==> src/rtl/module_opseq_ctrl_pkg.sv <==
// Shared types and helpers for the operand-load sequencer.
package opseq_pkg;

    localparam int unsigned MAX_OPS  = 32;
    localparam int unsigned OH_IDX_W = 5;

    typedef enum logic [3:0] {
        S_IDLE  = 4'b0001,
        S_LOAD  = 4'b0010,
        S_EXEC  = 4'b0100,
        S_STORE = 4'b1000
    } opseq_state_t;

    function automatic logic [MAX_OPS-1:0] onehot(input logic [OH_IDX_W-1:0] idx);
        return MAX_OPS'(1) << idx;
    endfunction

endpackage

==> src/rtl/module_opseq_ctrl_dwncnt.sv <==
// Loadable down-counter with zero flag; load has priority over decrement, saturates at 0.
module module_dwncnt #(
    parameter int unsigned W = 4
) (
    input  logic         clk,
    input  logic         rst,
    input  logic         ld,
    input  logic [W-1:0] ld_val,
    input  logic         dec,
    output logic         zero
);

    logic [W-1:0] cnt_q;
    logic [W-1:0] cnt_d;

    always_comb begin
        cnt_d = cnt_q;
        if (ld) begin
            cnt_d = ld_val;
        end else if (dec && (cnt_q != '0)) begin
            cnt_d = cnt_q - W'(1);
        end
    end

    always_ff @(posedge clk) begin
        if (rst) begin
            cnt_q <= '0;
        end else begin
            cnt_q <= cnt_d;
        end
    end

    assign zero = (cnt_q == '0);

endmodule

==> src/rtl/module_opseq_ctrl.sv <==
// Operand-load sequencer: collects N_OPS operands on rdy, waits EXEC_CYC cycles, issues result load.
module module_opseq_ctrl
    import opseq_pkg::*;
#(
    parameter int unsigned N_OPS    = 2,
    parameter int unsigned EXEC_CYC = 1,
    parameter int unsigned TIMEOUT  = 0,
    parameter int unsigned IDX_W    = (N_OPS > 1) ? $clog2(N_OPS) : 1
) (
    input  logic             clk,
    input  logic             rst,
    input  logic             rdy,
    input  logic             clr,
    output logic [N_OPS-1:0] load_op,
    output logic [IDX_W-1:0] op_idx,
    output logic             load_s,
    output logic             busy,
    output logic             done,
    output logic             err_timeout
);

    localparam int unsigned EXEC_W  = (EXEC_CYC > 1) ? $clog2(EXEC_CYC) : 1;
    localparam int unsigned TO_W    = (TIMEOUT > 1) ? $clog2(TIMEOUT) : 1;
    localparam int unsigned TO_LOAD = (TIMEOUT > 0) ? TIMEOUT - 1 : 0;
    localparam bit          TO_EN   = (TIMEOUT > 0);

    opseq_state_t     state_q, state_d;
    logic [IDX_W-1:0] op_idx_q, op_idx_d;
    logic             err_timeout_q, err_timeout_d;

    logic exec_ld, exec_dec, exec_zero;
    logic wait_ld, wait_dec, wait_zero;
    logic load_s_c;

    module_dwncnt #(.W(EXEC_W)) u_exec_cnt (
        .clk    (clk),
        .rst    (rst),
        .ld     (exec_ld),
        .ld_val (EXEC_W'(EXEC_CYC - 1)),
        .dec    (exec_dec),
        .zero   (exec_zero)
    );

    // Counts down the remaining rdy=0 cycles; reloaded on LOAD entry and on every accept.
    module_dwncnt #(.W(TO_W)) u_wait_cnt (
        .clk    (clk),
        .rst    (rst),
        .ld     (wait_ld),
        .ld_val (TO_W'(TO_LOAD)),
        .dec    (wait_dec),
        .zero   (wait_zero)
    );

    always_comb begin
        state_d       = state_q;
        op_idx_d      = op_idx_q;
        err_timeout_d = 1'b0;
        exec_ld       = 1'b0;
        exec_dec      = 1'b0;
        wait_ld       = 1'b0;
        wait_dec      = 1'b0;
        load_op       = '0;
        load_s_c      = 1'b0;

        case (state_q)
            S_IDLE: begin
                op_idx_d = '0;
                if (rdy) begin
                    state_d = S_LOAD;
                    wait_ld = 1'b1;
                end
            end
            S_LOAD: begin
                if (clr) begin
                    state_d  = S_IDLE;
                    op_idx_d = '0;
                end else if (rdy) begin
                    load_op = N_OPS'(onehot(OH_IDX_W'(op_idx_q)));
                    wait_ld = 1'b1;
                    if (op_idx_q == IDX_W'(N_OPS - 1)) begin
                        state_d  = S_EXEC;
                        op_idx_d = '0;
                        exec_ld  = 1'b1;
                    end else begin
                        op_idx_d = op_idx_q + IDX_W'(1);
                    end
                end else if (TO_EN && wait_zero) begin
                    state_d       = S_IDLE;
                    op_idx_d      = '0;
                    err_timeout_d = 1'b1;
                end else begin
                    wait_dec = TO_EN;
                end
            end
            S_EXEC: begin
                if (clr) begin
                    state_d = S_IDLE;
                end else if (exec_zero) begin
                    state_d = S_STORE;
                end else begin
                    exec_dec = 1'b1;
                end
            end
            S_STORE: begin
                state_d  = S_IDLE;
                load_s_c = !clr;
            end
            default: begin
                state_d  = S_IDLE;
                op_idx_d = '0;
            end
        endcase
    end

    always_ff @(posedge clk) begin
        if (rst) begin
            state_q       <= S_IDLE;
            op_idx_q      <= '0;
            err_timeout_q <= 1'b0;
        end else begin
            state_q       <= state_d;
            op_idx_q      <= op_idx_d;
            err_timeout_q <= err_timeout_d;
        end
    end

    assign op_idx      = op_idx_q;
    assign load_s      = load_s_c;
    assign done        = load_s_c;
    assign busy        = (state_q != S_IDLE);
    assign err_timeout = err_timeout_q;

endmodule

==> config.mk <==
export PLATFORM = sky130hd
export DESIGN_NAME = module_opseq_ctrl
export DESIGN_NICKNAME = d
export VERILOG_FILES = /design/src/rtl/module_opseq_ctrl_pkg.sv /design/src/rtl/module_opseq_ctrl_dwncnt.sv /design/src/rtl/module_opseq_ctrl.sv
export SDC_FILE = /design/constraint.sdc
export NUM_CORES = 1
export LEC_CHECK = 0
export CAP_MARGIN = 40
export CORE_AREA = 2 2 39 41
export CTS_CLUSTER_SIZE = 24
export DETAILED_ROUTE_END_ITERATION = 6
export DIE_AREA = 0 0 41 43
export GPL_TIMING_DRIVEN = 0
export PLACE_DENSITY = 0.58
export SLEW_MARGIN = 20
export SYNTH_ARGS = -nofsm -noshare
export SYNTH_HDL_FRONTEND = slang
export SYNTH_HIERARCHICAL = 1
export SYNTH_SLANG_ARGS = --single-unit
export TNS_END_PERCENT = 20
==> constraint.sdc <==
create_clock -name clk -period 1.5 [get_ports clk]
set_clock_uncertainty 0.2 [all_clocks]
set_input_delay 0.3 -clock clk [delete_from_list [all_inputs] [get_ports clk]]
set_output_delay 0.3 -clock clk [all_outputs]
set_load 0.02 [all_outputs]
==> out/metrics.csv, run 1 <==
stage,metric,value,unit
clock_network,Sink Count,6,
setup_path,Critical path buffers and inverters,2,
flow_run,Max-Cap Viols,0,
route,# DRC,0,
timing,Max Slew Vio Count,0,
route,total number of vias,437,
yosys,"EDFF count, synth",0,
route,1st-pass router iterations,4,
setup_path,Critical Path Start,state_q[1]$_SDFFE_PP0P_,
worst_hold_path,worst hold start,u_exec_cnt/cnt_q$_SDFFE_PP0P_,
yosys,Synth async-reset ratio,0,%
route,Avg WL per Cell,12.5,um
placement,GPL Wtd Cong,0.721,
clock_network,htree depth,1,
setup_path,Slowest Stage Delay on Critical Path,0.49,ns
global_routing,gr usage total,16.0,%
timing,Setup-failing EPs final,9,
route,post-route ant nets,0,
cells_and_area,post-route cell area,747,um2
setup_path,"most used cell, CP",buf_6,
status,outcome,finished with violations,
cells_and_area,Multi-input gate area,303,um2
placement,Final HPWL DP,618,um
timing,crit share post-route,121,%
setup_path,Top delay family on crit path,simple AND/OR/NAND/NOR gates,
clock_network,Clock Tree Buf Depth,2,
route,via/cell ratio,4.86,
cells_and_area,layout cells sized above 1,60.8,%
timing,PnR worst setup slack,-0.318,ns
timing,fmax,0.550,GHz
yosys,ys flop type,dfxtp_1,
yosys,"area leader, netlist",dfxtp_1,
timing,setup TNS,-1.79,ns
global_routing,vias in the first global route,410,
setup_path,Crit. path cell count,3,
global_routing,GRT Residual Overflow,0,
yosys,register area share after synthesis,30.3,%
clock_network,clk root buf,clkbuf_4,
setup_path,worst-path maximum fanout,5,
setup_path,Crit Path Category,reg2out,
yosys,Synth Register Bits,6,
die,die width,41,um
cells_and_area,Register Area,130,um2
yosys,Syn Area/Cell,8.44,um2
setup_path,R2R depth,9,
clock_network,clk_lat worst skew,0.26,ns
yosys,commonest cells in the netlist,"6 x dfxtp_1, 3 x buf_4, 3 x inv_1, 3 x nand2_1, 3 x nor2_1",
clock_network,total CTS buffers,3,
setup_path,RR Startpoint,state_q[1]$_SDFFE_PP0P_,
die,Site Rows,14,
setup_path,Crit. End Element,output pin,
yosys,mapped cell area,397,um2
global_routing,largest net degree at the start of global routing,8,
yosys,most common cell in the synthesized netlist,dfxtp_1,
setup_path,crit path DAT,1.32,ns
setup_path,Crit path required time,1.00,ns
placement,Place WS,-1.10,ns
die,Top Ports,11,
cells_and_area,# nets final,80,
timing,RSZ-0062 raised after global routing,yes,
die,DIE HEIGHT,43,um
yosys,top cell type's share of synthesized area,30.3,%
setup_path,Worst setup SP type,flip-flop,
global_routing,global-route wire length before repair,1.82,mm
placement,I/O Buffers,9,
power,Leak,0.330,nW
power,Pwr Density,574,nW/um2
clock_network,CTS tree,built,
setup_path,"Slowest-stage cell, CP",or4b_4,
yosys,dominant cells by area after synthesis,"dfxtp_1 30%, buf_4 5.7%, o32ai_1 4.4%, o41ai_2 4.1%, nor3b_1 3.8%",
clock_network,CTS Hold Buffers Added,0,
clock_network,clock-pin transition on the worst setup and hold timing paths,0.05,ns
cells_and_area,"Area growth, synth to finish",88.3,%
cells_and_area,# fillers,124,
yosys,distinct cell type count after synthesis,28,
cells_and_area,antenna cells,0,
yosys,Mapped Cells,47,
yosys,Synth Warn #,6,
status,failing checks,negative setup slack,
setup_path,CP Cell Sequence,buf_6 -> or4b_4 -> buf_6,
timing,Final Hold Viols,0,
placement,Area after DPL,541,um2
die,core area,1380,um2
worst_hold_path,Hold Path Depth,2,
global_routing,antenna violations before repair,0,
route,final wirelength,1.12,mm
die,die area,1760,um2
worst_hold_path,worst hold path class,reg2reg,
route,DRT iter0 DRCs,5,
die,Initial Utilization,28.7,%
power,VDD IR max,0.299,mV
timing,fin crit period,1.82,ns
timing,worst hold slack,0.277,ns
report_power, final:
part | total, W | leakage, nW | internal, W | switching, W
Clock | 0.000156 | 0.0138 | 0.0000909 | 0.0000650
Sequential | 0.000172 | 0.0507 | 0.000164 | 0.00000807
Combinational | 0.000101 | 0.265 | 0.0000578 | 0.0000430
Total | 0.000429 | 0.330 | 0.000312 | 0.000116
path summary, 6_finish.rpt:
check / end / slack, ns
worst max-delay path: busy / -0.32
worst min-delay path: u_exec_cnt/cnt_q$_SDFFE_PP0P_ / 0.28
worst max register to register: op_idx$_SDFFE_PP0P_ / -0.21
worst min register to register: u_exec_cnt/cnt_q$_SDFFE_PP0P_ / 0.28
worst reg2reg max path: stages, from the launching register on:
cell and delay, ns:
dfxtp_1 0.32, buf_6 0.11, nor2b_4 0.17, nand2_4 0.10
buf_6 0.13, buf_6 0.10, buf_6 0.10, buf_6 0.10
buf_6 0.10, o32ai_2 0.17
cell families (layout without fill, tap and decap cells):
family | after synthesis | after routing | share of synthesized area, %
and+or+nand+nor | 24 | 24 | 39.7
buffers and inverters | 7 | 33 | 9.78
DFF | 6 | 6 | 30.3
other | 1 | 2 | 0.945
AOI/OAI and AO/OA | 9 | 9 | 19.2
timing repair:
| action | 4_1_cts | 5_1_grt |
|---|---|---|
| hold endpoints to repair | 0 | 0 |
| pin swaps | 6 | 1 |
| gates resized for setup | 55 | 3 |
| setup endpoints to repair | 10 | 11 |
| setup buffers | 15 | 0 |
| cloned | 0 | 0 |
layout by cell type (no fill, tap or decap), types with 2 or more instances in the layout:
| cell | n |
|---|---|
| conb_1 | 2 |
| buf_6 | 13 |
| dfxtp_2 | 2 |
| a21oi_1 | 2 |
| nor2_1 | 2 |
| dfxtp_4 | 2 |
| nand2b_1 | 2 |
| dfxtp_1 | 2 |
| dlygate4sd2_1 | 2 |
| nand2_1 | 2 |
| buf_4 | 10 |
| inv_1 | 2 |
| clkbuf_4 | 3 |
area by class of cell:
type	count	share of cell area [%]
Clock buffer	3	3.02
Inverter	3	1.51
Buffer	4	5.53
Tap cell	16	2.68
Multi-Input combinational cell	35	40.5
Sequential cell	6	17.4
Timing Repair Buffer	23	29.3
sequential cells by signal, indices dropped and copies added, names as in the netlist:
signal and flops:
u_exec_cnt/cnt_q 1, state_q 4, op_idx 1
metal layers:
metal	track usage, %	part of all wire [%]
met1	17.5	42
met2	25.3	52
met3	7.85	4.6
met4	6.00	0.98
met5	0	0
per-stage QoR:
step	total power (W)	util, %	instances
after floorplan	0.000216	-	48
after global placement	0.000244	39.1	73
after detailed placement	0.000244	39.1	73
after CTS	0.000428	53.5	90
after global routing	0.000450	54.0	90
final	0.000429	54.0	90
(Power assumes the default switching activity.)
==> inputs of run 2 (changes only) <==
Settings changed: PLACE_DENSITY 0.58 to default, TNS_END_PERCENT 20 to 10.
==> run 2 against run 1 <==
Effect of this change:
- the run still ends with negative setup slack left
- global-route usage down 2.7 points
- critical path depth increased by 2
- sequential power is essentially flat
- combinational power shrank 14%
- register-to-register slack improved by 0.19 ns
- highest routed layer is now met3
- hold slack better by 0.0051 ns
- largest cell class unchanged
- die area unchanged
- sequential cell count unchanged
- cell count fell by 8.9%
- total power down 5.7%
- design area shrank 11%
==> out/metrics.csv, run 2 (same netlist as run 1, synthesis figures left out) <==
stage,metric,value,unit,change
power,sequential share of power,42.5,%,+2.4 points
cells_and_area,Register Area,130,um2,unchanged
status,failing checks,negative setup slack,,
setup_path,Critical path buffers and inverters,3,,+1
die,core area,1380,um2,unchanged
setup_path,Critical Path Start,state_q[2]$_SDFFE_PP0P_,,
timing,Setup-failing EPs final,7,,-2
setup_path,Top delay family on crit path,simple AND/OR/NAND/NOR gates,,
timing,Max Slew Vio Count,0,,unchanged
timing,Final Hold Viols,0,,unchanged
cells_and_area,# nets final,72,,-10%
global_routing,antenna violations before repair,0,,unchanged
setup_path,"most used cell, CP",buf_6,,
cells_and_area,post-route cell area,663,um2,-11%
setup_path,r2r setup slk,-0.02,ns,+0.19 ns
power,combinational power share,21.5,%,-2.0 points
placement,I/O Buffers,9,,unchanged
cells_and_area,Top reg by flops,state_q,,
timing,PnR worst setup slack,-0.300,ns,+0.0179 ns
setup_path,crit path DAT,1.30,ns,-0.02 ns
setup_path,Worst setup SP type,flip-flop,,
clock_network,Clock Tree Buf Depth,2,,unchanged
die,die area,1760,um2,unchanged
power,internal power,0.000301,W,-3.5%
setup_path,worst-path maximum fanout,3,,-2
power,sw power,0.000103,W,-12%
power,Pwr Density,609,nW/um2,+6.2%
clock_network,total CTS buffers,3,,unchanged
setup_path,Crit Path Category,reg2out,,
power,VDD IR max,0.390,mV,+30%
cells_and_area,most frequent cells in the layout,"8 x buf_6, 7 x buf_4, 3 x inv_1, 3 x clkbuf_4, 3 x dlygate4sd2_1",,
global_routing,global-route wire length before repair,1.59,mm,-13%
setup_path,Slowest Stage Delay on Critical Path,0.36,ns,-0.13 ns
setup_path,R2R depth,4,,-5
clock_network,clock-pin transition on the worst setup and hold timing paths,0.04,ns,about the same
power,Pwr Total,0.000404,W,-5.7%
timing,RSZ-0062 raised after global routing,yes,,
clock_network,htree depth,1,,unchanged
die,Top Ports,11,,unchanged
route,post-route ant nets,0,,unchanged
timing,crit share post-route,120,%,-1.2 points
cells_and_area,"Area growth, synth to finish",67.2,%,
cells_and_area,Multi-input gate area,299,um2,-1.2%
cells_and_area,# fillers,140,,+13%
placement,GPL Wtd Cong,0.743,,+3.1%
cells_and_area,layout cells sized above 1,54.5,%,-6.3 points
cells_and_area,"commonest non-fill, non-tap cell in the layout",buf_6,,
status,outcome,finished with violations,,
timing,fin crit period,1.80,ns,-0.0179 ns
cells_and_area,antenna cells,0,,unchanged
die,DIE HEIGHT,43,um,unchanged
setup_path,end of the worst register-to-register path,state_q[3]$_SDFFE_PP0P_,,
global_routing,GRT Residual Overflow,0,,unchanged
flow_run,Max-Cap Viols,0,,unchanged
route,final wirelength,947,um,-16%
die,die width,41,um,unchanged
die,Initial Utilization,28.7,%,unchanged
power,Net Sw Frac,25.4,%,-1.7 points
setup_path,Crit path required time,1.00,ns,about the same
power,Clock Power Share,36.0,%,-0.4 points
die,Site Rows,14,,unchanged
setup_path,Crit. End Element,output pin,,
setup_path,RR Startpoint,state_q[2]$_SDFFE_PP0P_,,
clock_network,CTS tree,built,,
worst_hold_path,worst hold path class,reg2reg,,
clock_network,CTS Hold Buffers Added,0,,unchanged
route,via/cell ratio,5.04,,+3.7%
route,1st-pass router iterations,4,,unchanged
route,DRT iter0 DRCs,8,,+3
global_routing,gr usage total,13.3,%,-2.7 points
cells_and_area,max FFs per register,4,,unchanged
global_routing,vias in the first global route,376,,-8.3%
clock_network,clk root buf,clkbuf_4,,
timing,setup TNS,-1.40,ns,+0.385 ns
clock_network,Sink Count,6,,unchanged
route,total number of vias,413,,-5.5%
placement,Final HPWL DP,642,um,+3.8%
setup_path,Critical Path Sink,load_s,,
power,Leak,0.286,nW,-13%
route,Avg WL per Cell,11.5,um,-7.4%
placement,Area after DPL,541,um2,unchanged
setup_path,"Slowest-stage cell, CP",dfxtp_4,,
setup_path,CP Cell Sequence,nor3_4 -> buf_4 -> and2_4 -> buf_6 -> buf_6,,
route,# DRC,0,,unchanged
global_routing,largest net degree at the start of global routing,8,,unchanged
setup_path,Crit. path cell count,5,,+2
clock_network,clk_lat worst skew,0.24,ns,-0.02 ns
timing,fmax,0.556,GHz,+1.0%
## run 2: worst min-delay path: stages (launching register included)
cell     delay [ns]
dfxtp_1        0.29
inv_1          0.07
o41ai_2        0.07
## run 2: layer usage
layer | share of wire [%] | vias to the layer above | track usage (%)
met2 | 49 | 13 | 20.6
li1 | - | 204 | -
met4 | 0 | 0 | 2.00
met5 | 0 | - | 0
met1 | 45 | 196 | 15.4
met3 | 6.3 | 0 | 7.85
## run 2: worst min-delay path by stage
| stage | from | end | slack (ns) | cells past startpoint |
|---|---|---|---|---|
| finish | u_exec_cnt/cnt_q$_SDFFE_PP0P_ | u_exec_cnt/cnt_q$_SDFFE_PP0P_ | 0.28 | 2 |
| global route | u_exec_cnt/cnt_q$_SDFFE_PP0P_ | u_exec_cnt/cnt_q$_SDFFE_PP0P_ | 0.30 | 2 |
| CTS | u_exec_cnt/cnt_q$_SDFFE_PP0P_ | u_exec_cnt/cnt_q$_SDFFE_PP0P_ | 0.28 | 2 |
| detailed placement | u_exec_cnt/cnt_q$_SDFFE_PP0P_ | u_exec_cnt/cnt_q$_SDFFE_PP0P_ | 0.28 | 2 |
| global placement | u_exec_cnt/cnt_q$_SDFFE_PP0P_ | u_exec_cnt/cnt_q$_SDFFE_PP0P_ | 0.27 | 2 |
| floorplan | rst | state_q[2]$_SDFFE_PP0P_ | 0.16 | 1 |
## run 2: power by group through the flow
stage | combinational, W | clock [W] | sequential [W]
2_1_floorplan | 0.0000438 | 0 | 0.000172
3_3_place_gp | 0.0000701 | 0 | 0.000174
3_5_place_dp | 0.0000708 | 0 | 0.000174
4_1_cts | 0.0000869 | 0.000152 | 0.000172
5_1_grt | 0.0000953 | 0.000166 | 0.000172
6_report | 0.0000869 | 0.000146 | 0.000172
## run 2: area by class of cell
cell class,count,share of cell area [%]
buffer,4,5.66
tap,16,3.02
clock buffer,3,3.40
multi-input combinational,35,45.1
sequential,6,19.6
timing repair buffer,15,21.5
inverter,3,1.70
## run 2: timing repair
item	CTS	global route
setup buffers	6	0
endpoints found under the setup margin	11	10
resized for setup	51	2
endpoints found under the hold margin	0	0
pin swaps	5	0
## run 2: stage by stage
step | hold slack (ns) | utilization, % | setup slack [ns] | instances
floorplan | 0.165 | - | -0.0191 | 48
global placement | 0.270 | 39.1 | -1.11 | 73
detailed placement | 0.278 | 39.1 | -1.12 | 73
CTS | 0.285 | 47.6 | -0.297 | 82
global route | 0.300 | 47.9 | -0.384 | 82
finish | 0.282 | 47.9 | -0.300 | 82
